$ cat src/rtl/alu_cmd_if.sv
// Bundles the sequencer request, ALU command/result and upstream response signals of the ALU issuer.
// The master modport is the issuer's view and the slave modport is the environment's view.
interface alu_cmd_if #(
  parameter int DW = 16
);
  logic          req_valid;
  logic          req_ready;
  logic [2:0]    req_op;
  logic [DW-1:0] req_a;
  logic [DW-1:0] req_b;
  logic          alu_valid;
  logic          alu_ready;
  logic [1:0]    alu_control;
  logic [DW-1:0] alu_a;
  logic [DW-1:0] alu_b;
  logic          alu_rsp_valid;
  logic [DW-1:0] alu_y;
  logic          rsp_valid;
  logic          rsp_ready;
  logic [DW-1:0] rsp_y;
  logic          rsp_err;

  modport master (
    input  req_valid, req_op, req_a, req_b, alu_ready, alu_rsp_valid, alu_y, rsp_ready,
    output req_ready, alu_valid, alu_control, alu_a, alu_b, rsp_valid, rsp_y, rsp_err
  );

  modport slave (
    output req_valid, req_op, req_a, req_b, alu_ready, alu_rsp_valid, alu_y, rsp_ready,
    input  req_ready, alu_valid, alu_control, alu_a, alu_b, rsp_valid, rsp_y, rsp_err
  );
endinterface

$ cat src/rtl/alu_cmd_issuer.sv
// ALU command issuer: encodes one-hot requests, issues one command at a time, and returns the result or an error.
// Optional ALU_CMD_TIMEOUT_EN adds a WAIT-state watchdog of TIMEOUT_CYC cycles.
module alu_cmd_issuer #(
  parameter int DW = 16
`ifdef ALU_CMD_TIMEOUT_EN
  , parameter int TIMEOUT_CYC = 64
`endif
) (
  input  logic      clk,
  input  logic      rst,
  alu_cmd_if.master bus,
  output logic      busy_o
);
  localparam logic [1:0] S_IDLE  = 2'd0;
  localparam logic [1:0] S_ISSUE = 2'd1;
  localparam logic [1:0] S_WAIT  = 2'd2;
  localparam logic [1:0] S_RESP  = 2'd3;

  logic [1:0]    state_q, state_d;
  logic [1:0]    ctrl_q, ctrl_d;
  logic [DW-1:0] a_q, a_d;
  logic [DW-1:0] b_q, b_d;
  logic [DW-1:0] y_q, y_d;
  logic          err_q, err_d;
  logic [1:0]    enc;

`ifdef ALU_CMD_TIMEOUT_EN
  localparam int CW = $clog2(TIMEOUT_CYC + 1);
  logic [CW-1:0] wcnt_q, wcnt_d;
  logic          tmo_hit;

  assign tmo_hit = (wcnt_q == CW'(TIMEOUT_CYC - 1));

  always_comb begin
    wcnt_d = wcnt_q;
    if (state_q == S_ISSUE) begin
      wcnt_d = '0;
    end else if (state_q == S_WAIT) begin
      wcnt_d = wcnt_q + CW'(1);
    end
  end

  always_ff @(posedge clk) begin
    if (rst) begin
      wcnt_q <= '0;
    end else begin
      wcnt_q <= wcnt_d;
    end
  end
`endif

  // Anything other than a clean one-hot pattern maps to the invalid code.
  always_comb begin
    case (bus.req_op)
      3'b001:  enc = 2'd0;
      3'b010:  enc = 2'd1;
      3'b100:  enc = 2'd2;
      default: enc = 2'd3;
    endcase
  end

  always_comb begin
    state_d = state_q;
    ctrl_d  = ctrl_q;
    a_d     = a_q;
    b_d     = b_q;
    y_d     = y_q;
    err_d   = err_q;
    case (state_q)
      S_IDLE: begin
        if (bus.req_valid) begin
          a_d    = bus.req_a;
          b_d    = bus.req_b;
          ctrl_d = enc;
          if (enc == 2'd3) begin
            y_d     = '0;
            err_d   = 1'b1;
            state_d = S_RESP;
          end else begin
            state_d = S_ISSUE;
          end
        end
      end
      S_ISSUE: begin
        if (bus.alu_ready) begin
          state_d = S_WAIT;
        end
      end
      S_WAIT: begin
        if (bus.alu_rsp_valid) begin
          y_d     = bus.alu_y;
          err_d   = 1'b0;
          state_d = S_RESP;
        end
`ifdef ALU_CMD_TIMEOUT_EN
        else if (tmo_hit) begin
          y_d     = '0;
          err_d   = 1'b1;
          state_d = S_RESP;
        end
`endif
      end
      S_RESP: begin
        if (bus.rsp_ready) begin
          state_d = S_IDLE;
        end
      end
      default: state_d = S_IDLE;
    endcase
  end

  // Control state register
  always_ff @(posedge clk) begin
    if (rst) begin
      state_q <= S_IDLE;
    end else begin
      state_q <= state_d;
    end
  end

  // Command/result holding registers; outputs are gated by state so these need no reset.
  always_ff @(posedge clk) begin
    ctrl_q <= ctrl_d;
    a_q    <= a_d;
    b_q    <= b_d;
    y_q    <= y_d;
    err_q  <= err_d;
  end

  assign bus.req_ready   = (state_q == S_IDLE);
  assign bus.alu_valid   = (state_q == S_ISSUE);
  assign bus.alu_control = (state_q == S_ISSUE) ? ctrl_q : 2'd0;
  assign bus.alu_a       = (state_q == S_ISSUE) ? a_q : '0;
  assign bus.alu_b       = (state_q == S_ISSUE) ? b_q : '0;
  assign bus.rsp_valid   = (state_q == S_RESP);
  assign bus.rsp_y       = (state_q == S_RESP) ? y_q : '0;
  assign bus.rsp_err     = (state_q == S_RESP) & err_q;
  assign busy_o          = (state_q != S_IDLE);
endmodule
$ cat src/flat_wrapper.sv
// flat-port wrapper written by rule: the top's interface ports become plain ports
module alu_cmd_issuer_flat 
#(
  parameter int DW = 16

)
  (clk, rst, busy_o, bus_req_valid, bus_req_op, bus_req_a, bus_req_b, bus_alu_ready, bus_alu_rsp_valid, bus_alu_y, bus_rsp_ready, bus_req_ready, bus_alu_valid, bus_alu_control, bus_alu_a, bus_alu_b, bus_rsp_valid, bus_rsp_y, bus_rsp_err);
  alu_cmd_if #(.DW(DW)) bus_i ();
  input  logic clk;
  input  logic rst;
  output logic busy_o;
  input wire logic [$bits(bus_i.req_valid)-1:0] bus_req_valid;
  input wire logic [$bits(bus_i.req_op)-1:0] bus_req_op;
  input wire logic [$bits(bus_i.req_a)-1:0] bus_req_a;
  input wire logic [$bits(bus_i.req_b)-1:0] bus_req_b;
  input wire logic [$bits(bus_i.alu_ready)-1:0] bus_alu_ready;
  input wire logic [$bits(bus_i.alu_rsp_valid)-1:0] bus_alu_rsp_valid;
  input wire logic [$bits(bus_i.alu_y)-1:0] bus_alu_y;
  input wire logic [$bits(bus_i.rsp_ready)-1:0] bus_rsp_ready;
  output wire logic [$bits(bus_i.req_ready)-1:0] bus_req_ready;
  output wire logic [$bits(bus_i.alu_valid)-1:0] bus_alu_valid;
  output wire logic [$bits(bus_i.alu_control)-1:0] bus_alu_control;
  output wire logic [$bits(bus_i.alu_a)-1:0] bus_alu_a;
  output wire logic [$bits(bus_i.alu_b)-1:0] bus_alu_b;
  output wire logic [$bits(bus_i.rsp_valid)-1:0] bus_rsp_valid;
  output wire logic [$bits(bus_i.rsp_y)-1:0] bus_rsp_y;
  output wire logic [$bits(bus_i.rsp_err)-1:0] bus_rsp_err;
  assign bus_i.req_valid = bus_req_valid;
  assign bus_i.req_op = bus_req_op;
  assign bus_i.req_a = bus_req_a;
  assign bus_i.req_b = bus_req_b;
  assign bus_i.alu_ready = bus_alu_ready;
  assign bus_i.alu_rsp_valid = bus_alu_rsp_valid;
  assign bus_i.alu_y = bus_alu_y;
  assign bus_i.rsp_ready = bus_rsp_ready;
  assign bus_req_ready = bus_i.req_ready;
  assign bus_alu_valid = bus_i.alu_valid;
  assign bus_alu_control = bus_i.alu_control;
  assign bus_alu_a = bus_i.alu_a;
  assign bus_alu_b = bus_i.alu_b;
  assign bus_rsp_valid = bus_i.rsp_valid;
  assign bus_rsp_y = bus_i.rsp_y;
  assign bus_rsp_err = bus_i.rsp_err;
  alu_cmd_issuer #(.DW(DW)) u_core (.clk(clk), .rst(rst), .bus(bus_i), .busy_o(busy_o));
endmodule
$ cat config.mk
export PLATFORM = sky130hd
export DESIGN_NAME = alu_cmd_issuer_flat
export DESIGN_NICKNAME = d
export VERILOG_FILES = /design/src/rtl/alu_cmd_if.sv /design/src/rtl/alu_cmd_issuer.sv /design/src/flat_wrapper.sv
export SDC_FILE = /design/constraint.sdc
export NUM_CORES = 1
export LEC_CHECK = 0
export BUFFER_PORTS_ARGS = -buffer_cell sky130_fd_sc_hd__buf_2
export CAP_MARGIN = 20
export CORE_MARGIN = 3
export CORE_UTILIZATION = 45
export DETAILED_ROUTE_END_ITERATION = 12
export PLACE_DENSITY = 0.79
export SKIP_CTS_REPAIR_TIMING = 1
export SKIP_LAST_GASP = 1
export SYNTH_ARGS = -nofsm -noshare
export SYNTH_HDL_FRONTEND = slang
export SYNTH_SLANG_ARGS = --single-unit
$ cat constraint.sdc
create_clock -name clk -period 2.36 [get_ports clk]
set_input_delay 0.472 -clock clk [delete_from_list [all_inputs] [get_ports clk]]
set_output_delay 0.472 -clock clk [all_outputs]
set_load 0.02 [all_outputs]
# Word level (Yosys, flattened, before mapping)
# Cells that the tools add are included.
# W data, S select, Z words.
# totals
reg_bits	53
inputBits	57
out_inout_bits	55
wordCells	44
# classes
eq_ne	12
n_mux	19
n_bitwise	1
reduce_logical	6
# op_table
cell	count
$mux W16	6
$pmux W16 S2	1
$mux W2	6
$ne A2 B2 Y1 const B	4
$pmux W2 S4	1
$reduce_and A4 Y1	2
$eq A2 B2 Y1 const B	3
$pmux W2 S3	1
$reduce_bool A2 Y1	2
$eq A3 B1 Y1 const B	1
$eq A3 B2 Y1 const B	1
$eq A3 B3 Y1 const B	1
$mux W1	3
$eq A2 B1 Y1 const B	1
$logic_not A2 Y1	1
$ne A2 B1 Y1 const B	1
$pmux W1 S2	1
$reduce_and A2 Y1	1
$and A1 B1 Y1	1

# Depth between registers and ports, before layout
# Gate-level depths: netlist of run 1.
# logic_depth
word_depth	6
mapped_depth	6

# Worst setup path before layout of run 1
# No wires, ideal clock.
# synth_timing
path_type	register to register
startpoint	register u_core.state_q[0]
endpoint	register u_core.err_q (enable)
setup_time_ps	393
arrival_time_ps	1662
setup_slack_ps	305
stages_incl_launch_ff	5
path_buffers	0
synth_period_minus_slack_ps	2055
cell_sequence	dfxtp_1 > inv_1 > ha_1 > nand3_1 > o21ai_1
# synth_via
elab_chain_cells	3
# synth_lines
item	line_no	source
start, declared	alu_cmd_issuer.sv:19	logic [1:0] state_q, state_d;
start signal, assigned	alu_cmd_issuer.sv:117	state_q <= state_d;
$logic_not A2 Y1 (*)	n/a	
via bus_req_ready	flat_wrapper.sv:20	output wire logic [$bits(bus_i.req_ready)-1:0] bus_req_ready;
$ne A2 B1 Y1 (no source line) (tied with other cells)	n/a	
$reduce_and A4 Y1 (no source line) (*)	n/a	
end signal, assigned	alu_cmd_issuer.sv:127	err_q <= err_d;
end, declared	alu_cmd_issuer.sv:24	logic err_q, err_d;
# Mark *: on every way through the listed nets, which the timed path passes. The rest lies on a longest branch.
# A chain may end at the register's enable or synchronous reset.

# Worst setup path in the final report of run 1
# layout_timing
startpoint	register u_core.state_q[0]
endpoint	output port bus_rsp_y[2]
# layout_via
elab_chain_cells	2
# layout_lines
item	line_no	source
$eq A2 B2 Y1	alu_cmd_issuer.sv:136	assign bus.rsp_y = (state_q == S_RESP) ? y_q : '0;
$mux W16	alu_cmd_issuer.sv:136	
end, declared	flat_wrapper.sv:26	output wire logic [$bits(bus_i.rsp_y)-1:0] bus_rsp_y;
# No other way between the ends.

==> results of run 1 <==
-- cells in the mapped netlist, drive strengths merged --
master  instances
ha              5
nor2            1
o21ai           2
edfxtp         51
dfxtp           2
inv             4
or2             1
and2           68
clkbuf          5
a41oi           2
buf             1
or3b            1
and4            1
xnor2           1
a211oi          1
nand3           2
a311oi          1
nand2b          6
o211ai          1
xor2            1
-- path summary, 6_finish.rpt --
kind	start	end	slack (ps)	cells past startpoint
max	u_core.state_q[0]	bus_rsp_y[2]	300	3
max reg2reg	u_core.state_q[0]	u_core.y_q[13]	460	6
min	rst	u_core.state_q[0]	340	2
min reg2reg	u_core.state_q[0]	u_core.state_q[0]	630	2
-- kinds of logic after synthesis --
family	Yosys count	synth area share [%]
compound gates	7	2.28
xor+xnor	2	0.779
fa+ha+maj	5	2.78
buf+inv	10	1.72
flops	53	69.9
simple gates	80	22.6
-- sequential cells by signal, summed over array words and instances, names as in the netlist --
signal / cells
u_core.state_q: 2
u_core.ctrl_q: 2
u_core.y_q: 16
u_core.a_q: 16
u_core.b_q: 16
u_core.err_q: 1
-- power groups by stage --
stage	clock (mW)	sequential (mW)	combinational (mW)
2_1_floorplan	0	1.38	0.850
3_3_place_gp	0	1.39	1.22
3_5_place_dp	0	1.40	1.26
4_1_cts	0.505	1.38	1.26
5_1_grt	0.529	1.40	1.36
6_report	0.485	1.38	1.24
-- cell usage in the layout (no fill, tap or decap) --
master / synthesis / layout
and4_4: 1 / 1
a311oi_1: 1 / 1
and2_1: 68 / 68
nand2b_2: 2 / 2
or2_1: 1 / 1
a41oi_1: 2 / 2
dfxtp_1: 2 / 2
nand2b_1: 4 / 4
inv_1: 4 / 4
o211ai_1: 1 / 1
buf_4: 0 / 3
o21ai_0: 1 / 1
nor2_1: 1 / 1
or3b_1: 1 / 1
a211oi_1: 1 / 1
buf_2: 1 / 111
clkinvlp_4: 0 / 2
edfxtp_1: 51 / 51
clkbuf_8: 0 / 5
clkbuf_1: 5 / 1
nand3_1: 2 / 2
o21ai_1: 1 / 1
ha_1: 5 / 5
xnor2_1: 1 / 1
xor2_1: 1 / 1
-- cell type report --
type,instances,area (µm²)
fill,389,1810
sequential,53,1570
multi-input combinational,94,639
timing repair buffer,114,578
tap,67,83.8
clock buffer,6,72.6
clock inverter,2,15.0
inverter,4,15.0
-- worst register-to-register path, stage by stage (launching register included) --
cell and delay, ps:
dfxtp_1 400, inv_1 100, ha_1 390, nand2b_1 230, nand3_1 100, o21ai_1 120, buf_4 260
-- per-stage QoR --
stage | std cells | instance area (µm²) | hold WS [ps]
detailed placement | 332 | 2890 | 613
global route | 340 | 2980 | 326
CTS | 340 | 2980 | 329
global placement | 332 | 2890 | 596
finish | 340 | 2980 | 345
floorplan | 157 | 2250 | 544
-- layer usage --
layer / wire [µm] / vias up / track usage (%)
met3: 378 / 4 / 4.81
met5: 0 / - / 0
met1: 1690 / 677 / 16.8
met4: 36 / 0 / 4.89
met2: 2240 / 73 / 25.5
li1: - / 763 / -
==> impl_metrics.env, run 1 <==
export IMPL_yosys_area_top_type="edfxtp_1"
export IMPL_die_h_um=76.7
export IMPL_synth_cell_types=22
export IMPL_pre_cts_slack_ps=451
export IMPL_critPathBufInv=1
export IMPL_clk_path_buf_depth=2
export IMPL_syn2layout_area_growth_pct=32.3
export IMPL_skew_ps=10.1
export IMPL_rsz0062_at_grt="false"
export IMPL_rows=25
export IMPL_hold_viol_final=0
export IMPL_ys_ff_latch=53
export IMPL_setup_ws_ps=298
export IMPL_slowest_stage="ha_1"
export IMPL_core_area_um2=4790
export IMPL_pwr_share_clk_pct=15.7
export IMPL_p_total_mw=3.10
export IMPL_dr_pass1_iters=4
export IMPL_worst_slew_pin_slew_ps=532
export IMPL_yosys_warnings=0
export IMPL_switching_share_pct=36.2
export IMPL_cp_slowest_stage_delay_ps=510
export IMPL_grt_pass1_wl_um=6710
export IMPL_clock_sinks=53
export IMPL_p_sw_mw=1.12
export IMPL_drc=0
export IMPL_io_pins=112
export IMPL_routabilityCongestion=0.842
export IMPL_syn_avg_cell_area_um2=14.3
export IMPL_final_nets=334
export IMPL_arrival_ps=1590
export IMPL_required_ps=1890
export IMPL_dieArea_um2=5880
export IMPL_clk_latency_ps=290
export IMPL_hold_class="primary input to flip-flop"
export IMPL_drt_iter0_markers=48
export IMPL_grt_overflow=0
export IMPL_root_buffer="clkbuf_8"
export IMPL_track_usage_pct=14.6
export IMPL_path_clk_slew_ps=90
export IMPL_clock_fmax_mhz=485
export IMPL_period_minus_slack_ps=2060
export IMPL_crit_chain="ha_1, and2_1, buf_2"
export IMPL_synth_area_um2=2250
export IMPL_max_cap_viol_count=0
export IMPL_status="completed"
export IMPL_grt_max_degree=37
export IMPL_via_count=1517
export IMPL_ys_top_cells_by_area="edfxtp_1, and2_1, ha_1, dfxtp_1, nand2b_1"
export IMPL_timing_final_max_slew_violations=0
export IMPL_irDropWorstVdd_mv=0.965
export IMPL_syn_num_nets=219
export IMPL_die_width_um=76.7
export IMPL_hpwl_um=3240
export IMPL_synth_yosys_seq_area_share_pct=69.9
export IMPL_critPathKind="flip-flop to output port"
export IMPL_start_util_pct=47.0
export IMPL_p_comb_share_pct=39.9
export IMPL_wl_per_cell_um=12.8
export IMPL_setup_violations=0
export IMPL_final_core_util_pct=62.2
export IMPL_cts_max_level=2
export IMPL_drt_vias_per_instance=4.46
export IMPL_grt_pass1_vias=1464
export IMPL_maxSlewHeadroom_pct=64.5
export IMPL_synthDominantCellAreaShare_pct=68.1
export IMPL_cts_tree="yes"
export IMPL_pwr_share_seq_pct=44.4
export IMPL_p_leak_nw=1.35
export IMPL_port_buffers=111
export IMPL_wl_um=4350
export IMPL_ant_nets=0
export IMPL_antennaDiodeCount=0
export IMPL_p_int_mw=1.97
export IMPL_cts_buffers=5
export IMPL_grt_antenna_before_repair=0
export IMPL_final_setup_tns_ps=0
export IMPL_power_density_nw_per_um2=1040
export IMPL_worstSetupEndpointType="output port"
export IMPL_final_period_utilization_pct=87.4
export IMPL_drive_gt1_share_pct=45.4
export IMPL_crit_family="adder cells"
export IMPL_path_max_fanout=19
export IMPL_cp_start_kind="flip-flop"
export IMPL_synth_cells=157
Power figures use the tool's default switching activity.
==> inputs of run 2 (changes only) <==
CELL_PAD_IN_SITES_DETAIL_PLACEMENT = 1   (was default)
CELL_PAD_IN_SITES_GLOBAL_PLACEMENT = 2   (was default)
CORE_UTILIZATION = 28   (was 45)
CTS_CLUSTER_SIZE = 40   (was default)
PLACE_DENSITY = default   (was 0.79)
PLACE_DENSITY_LB_ADDON = 0.1   (was default)
==> impl_metrics.env, run 2 (synthesis gave the netlist of run 1 again) <==
export IMPL_dr_pass1_iters=4
export IMPL_dp_cells=368
export IMPL_p_total_mw=3.16
export IMPL_cts_max_level=2
export IMPL_slowest_stage="ha_1"
export IMPL_hpwl_um=3800
export IMPL_port_buffers=111
export IMPL_cp_start_kind="flip-flop"
export IMPL_max_cap_viol_count=0
export IMPL_worstSetupEndpointType="output port"
export IMPL_worst_slew_pin_slew_ps=495
export IMPL_wl_per_cell_um=13.4
export IMPL_core_area_um2=7770
export IMPL_irDropWorstVdd_mv=0.662
export IMPL_hold_class="primary input to flip-flop"
export IMPL_syn2layout_area_growth_pct=35.0
export IMPL_grt_max_degree=37
export IMPL_final_setup_tns_ps=0
export IMPL_via_count=1532
export IMPL_arrival_ps=1560
export IMPL_drive_gt1_share_pct=46.4
export IMPL_rsz0062_at_grt="false"
export IMPL_clk_path_buf_depth=2
export IMPL_p_leak_nw=1.37
export IMPL_dieArea_um2=9150
export IMPL_skew_ps=7.78
export IMPL_hold_viol_final=0
export IMPL_timing_final_max_slew_violations=0
export IMPL_clock_sinks=53
export IMPL_clock_fmax_mhz=492
export IMPL_grt_antenna_before_repair=0
export IMPL_rows=32
export IMPL_drt_vias_per_instance=4.07
export IMPL_clk_latency_ps=310
export IMPL_final_cells=376
export IMPL_start_util_pct=29.0
export IMPL_period_minus_slack_ps=2030
export IMPL_critPathKind="flip-flop to output port"
export IMPL_antennaDiodeCount=0
export IMPL_cts_buffers=5
export IMPL_layout_commonest_cell="buf_2"
export IMPL_maxSlewHeadroom_pct=67.0
export IMPL_drc=0
export IMPL_required_ps=1890
export IMPL_cts_tree="yes"
export IMPL_grt_pass1_vias=1533
export IMPL_path_clk_slew_ps=100
export IMPL_die_width_um=95.6
export IMPL_grt_pass1_wl_um=7380
export IMPL_final_nets=335
export IMPL_top_regs="u_core.a_q: 16 flops, u_core.b_q: 16 flops, u_core.y_q: 16 flops"
export IMPL_drt_iter0_markers=40
export IMPL_final_core_util_pct=39.1
export IMPL_status="completed"
export IMPL_power_density_nw_per_um2=1040
export IMPL_setup_violations=0
export IMPL_final_period_utilization_pct=86.2
export IMPL_routabilityCongestion=0.666
export IMPL_layout_common_cells="buf_2, and2_1, edfxtp_1"
export IMPL_wl_um=5030
export IMPL_io_pins=112
export IMPL_cp_slowest_stage_delay_ps=490
export IMPL_path_max_fanout=19
export IMPL_crit_family="adder cells"
export IMPL_grt_overflow=0
export IMPL_crit_chain="ha_1, and2_1, buf_2"
export IMPL_die_h_um=95.6
export IMPL_track_usage_pct=10.8
export IMPL_ant_nets=0
export IMPL_critPathBufInv=1
export IMPL_root_buffer="clkbuf_8"
run 2: changes by cell type in the layout (fill, tap and decap cells not counted), sizes merged:
| cell | delta |
|---|---|
| inv | +1 |
| clkbuf | -1 |
| clkinvlp | -1 |
| buf | +1 |
| clkinv | +1 |
run 2: metrics by stage:
| step | setup WS (ps) | hold WS (ps) | area [µm²] |
|---|---|---|---|
| after floorplan | 305 | 544 | 2250 |
| after global placement | 591 | 622 | 2940 |
| after detailed placement | 588 | 621 | 2940 |
| after CTS | 240 | 322 | 3040 |
| after global routing | 116 | 316 | 3040 |
| final | 326 | 332 | 3040 |
run 2: cell type report:
type	instances	area [µm²]
Clock buffer	5	68.8
Clock inverter	3	25.0
Fill cell	892	4730
Inverter	4	15.0
Multi-Input combinational cell	94	643
Sequential cell	53	1570
Tap cell	102	128
Timing Repair Buffer	115	586
run 2: per-layer routing:
| layer | routed length (µm) | part of all wire, % | GRT usage [%] | up-vias |
|---|---|---|---|---|
| met1 | 1950 | 39 | 12.0 | 706 |
| met4 | 72 | 1.4 | 3.55 | 0 |
| li1 | - | - | - | 767 |
| met2 | 2590 | 51 | 19.4 | 54 |
| met3 | 414 | 8.2 | 3.31 | 5 |
| met5 | 0 | 0 | 0 | - |
run 2: path summary, 6_finish.rpt:
check | from | endpoint | slack [ps] | depth (start not counted)
max reg2reg | u_core.state_q[0] | u_core.y_q[1] | 700 | 6
min reg2reg | u_core.state_q[1] | u_core.state_q[1] | 630 | 2
max | u_core.state_q[0] | bus_rsp_y[9] | 330 | 3
min | bus_req_b[12] | u_core.b_q[12] | 330 | 1
run 2: where the power goes:
| group | switching, mW | internal (mW) |
|---|---|---|
| Sequential | 0.0502 | 1.32 |
| Clock | 0.305 | 0.215 |
| Combinational | 0.818 | 0.450 |
==> inputs of run 3 (changes only) <==
CORE_UTILIZATION = 29   (was 28)
CTS_BUF_LIST = sky130_fd_sc_hd__clkbuf_8   (was default)
==> impl_metrics.env, run 3 (synthesis gave the netlist of run 1 again) <==
export IMPL_maxSlewHeadroom_pct=66.8
export IMPL_wl_um=5000
export IMPL_grt_antenna_before_repair=0
export IMPL_p_int_mw=2.09
export IMPL_ant_nets=0
export IMPL_wl_per_cell_um=13.4
export IMPL_whs_ps=332
export IMPL_grt_pass1_wl_um=7510
export IMPL_die_width_um=94.1
export IMPL_hpwl_um=3790
export IMPL_dp_cells=365
export IMPL_min_from="bus_req_a[12]"
export IMPL_p_leak_nw=1.38
export IMPL_clk_path_buf_depth=2
export IMPL_drt_vias_per_instance=4.23
export IMPL_critPathKind="flip-flop to output port"
export IMPL_r2r_slack_ps=700
export IMPL_cts_max_level=2
export IMPL_layout_common_cells="buf_2, and2_1, edfxtp_1"
export IMPL_worstSetupEndpointType="output port"
export IMPL_start_util_pct=30.5
export IMPL_core_area_um2=7370
export IMPL_path_clk_slew_ps=110
export IMPL_period_minus_slack_ps=2030
export IMPL_p_comb_share_pct=38.8
export IMPL_cp_start_kind="flip-flop"
export IMPL_io_pins=112
export IMPL_grt_pass1_vias=1547
export IMPL_port_buffers=111
export IMPL_pwr_share_clk_pct=19.0
export IMPL_placed_cell_area_um2=2940
export IMPL_final_period_utilization_pct=86.1
export IMPL_root_buffer="clkbuf_8"
export IMPL_pwr_share_seq_pct=42.2
export IMPL_syn2layout_area_growth_pct=35.5
export IMPL_setup_violations=0
export IMPL_via_count=1579
export IMPL_cts_tree="yes"
export IMPL_final_cells=373
export IMPL_irDropWorstVdd_mv=0.681
export IMPL_r2r_start="u_core.state_q[0]"
export IMPL_hold_viol_final=0
export IMPL_dr_pass1_iters=4
export IMPL_clock_fmax_mhz=492
export IMPL_layout_commonest_cell="buf_2"
export IMPL_antennaDiodeCount=0
export IMPL_skew_ps=14.8
export IMPL_path_max_fanout=36
export IMPL_arrival_ps=1560
export IMPL_setup_ws_ps=327
export IMPL_timing_final_max_slew_violations=0
export IMPL_drive_gt1_share_pct=46.0
export IMPL_cts_buffers=5
export IMPL_clk_latency_ps=310
export IMPL_p_total_mw=3.25
export IMPL_final_cell_area_um2=3050
export IMPL_grt_max_degree=37
export IMPL_startpoint="u_core.state_q[1]"
export IMPL_dieArea_um2=8850
export IMPL_r2r_cells=6
export IMPL_drc=0
export IMPL_hold_class="primary input to flip-flop"
export IMPL_rsz0062_at_grt="false"
export IMPL_final_nets=335
export IMPL_min_path_cells=1
export IMPL_required_ps=1890
export IMPL_top_regs="u_core.a_q: 16 flops, u_core.b_q: 16 flops, u_core.y_q: 16 flops"
export IMPL_switching_share_pct=35.8
export IMPL_pre_cts_slack_ps=621
export IMPL_grt_overflow=0
export IMPL_track_usage_pct=11.0
export IMPL_status="completed"
export IMPL_rows=31
export IMPL_hold_end="u_core.a_q[12]"
export IMPL_rr_endpoint="u_core.y_q[4]"
export IMPL_clock_sinks=53
export IMPL_worst_slew_pin_slew_ps=498
export IMPL_routabilityCongestion=0.697
export IMPL_p_sw_mw=1.16
export IMPL_power_density_nw_per_um2=1070
export IMPL_die_h_um=94.1
export IMPL_drt_iter0_markers=16
export IMPL_max_cap_viol_count=0
export IMPL_final_core_util_pct=41.4
export IMPL_final_setup_tns_ps=0
## run 3: cell types whose count changed in the layout (fill, tap and decap cells not counted)
cell and change:
clkinv_2 +1, bufinv_16 +1, clkinvlp_4 -1, o21ai_2 -1, o21ai_1 +1, clkinv_4 -1
## run 3: per-layer routing
metal	up-vias	GRT usage (%)	part of all wire [%]	routed length (µm)
met5	-	0	0	0
met4	0	2.89	1.1	53
met3	5	3.69	8.1	404
met2	59	19.3	52	2590
met1	750	12.8	39	1950
li1	765	-	-	-
## run 3: layout make-up
class / instances / area [µm²]
fillers: 839 / 4320
repair buffers: 115 / 586
inverters: 4 / 15.0
clock inverters: 3 / 43.8
clock buffers: 5 / 68.8
well taps: 99 / 124
multi-input cells: 94 / 639
flip-flops and latches: 53 / 1570
## run 3: power groups by stage
stage	registers (mW)	clock network, mW	logic (mW)
after global routing	1.40	0.675	1.39
after CTS	1.38	0.638	1.30
after detailed placement	1.40	0	1.30
after global placement	1.39	0	1.30
after floorplan	1.38	0	0.850
final	1.37	0.617	1.26
## run 3: worst max path at each step
stage          cells past startpoint       endpoint  slack, ps
3_3_place_gp                       5   bus_alu_b[5]        640
5_1_grt                            3    bus_rsp_err        160
2_1_floorplan                      4   u_core.err_q        300
3_5_place_dp                       5  bus_alu_a[10]        620
6_report                           5   bus_alu_b[1]        330
4_1_cts                            3   bus_rsp_y[2]        280
## run 3: worst max-delay path, stage by stage, from the launching register on
cell and delay, ps:
dfxtp_1 400, inv_1 100, ha_1 180, buf_4 220
and2_1 200, buf_2 150
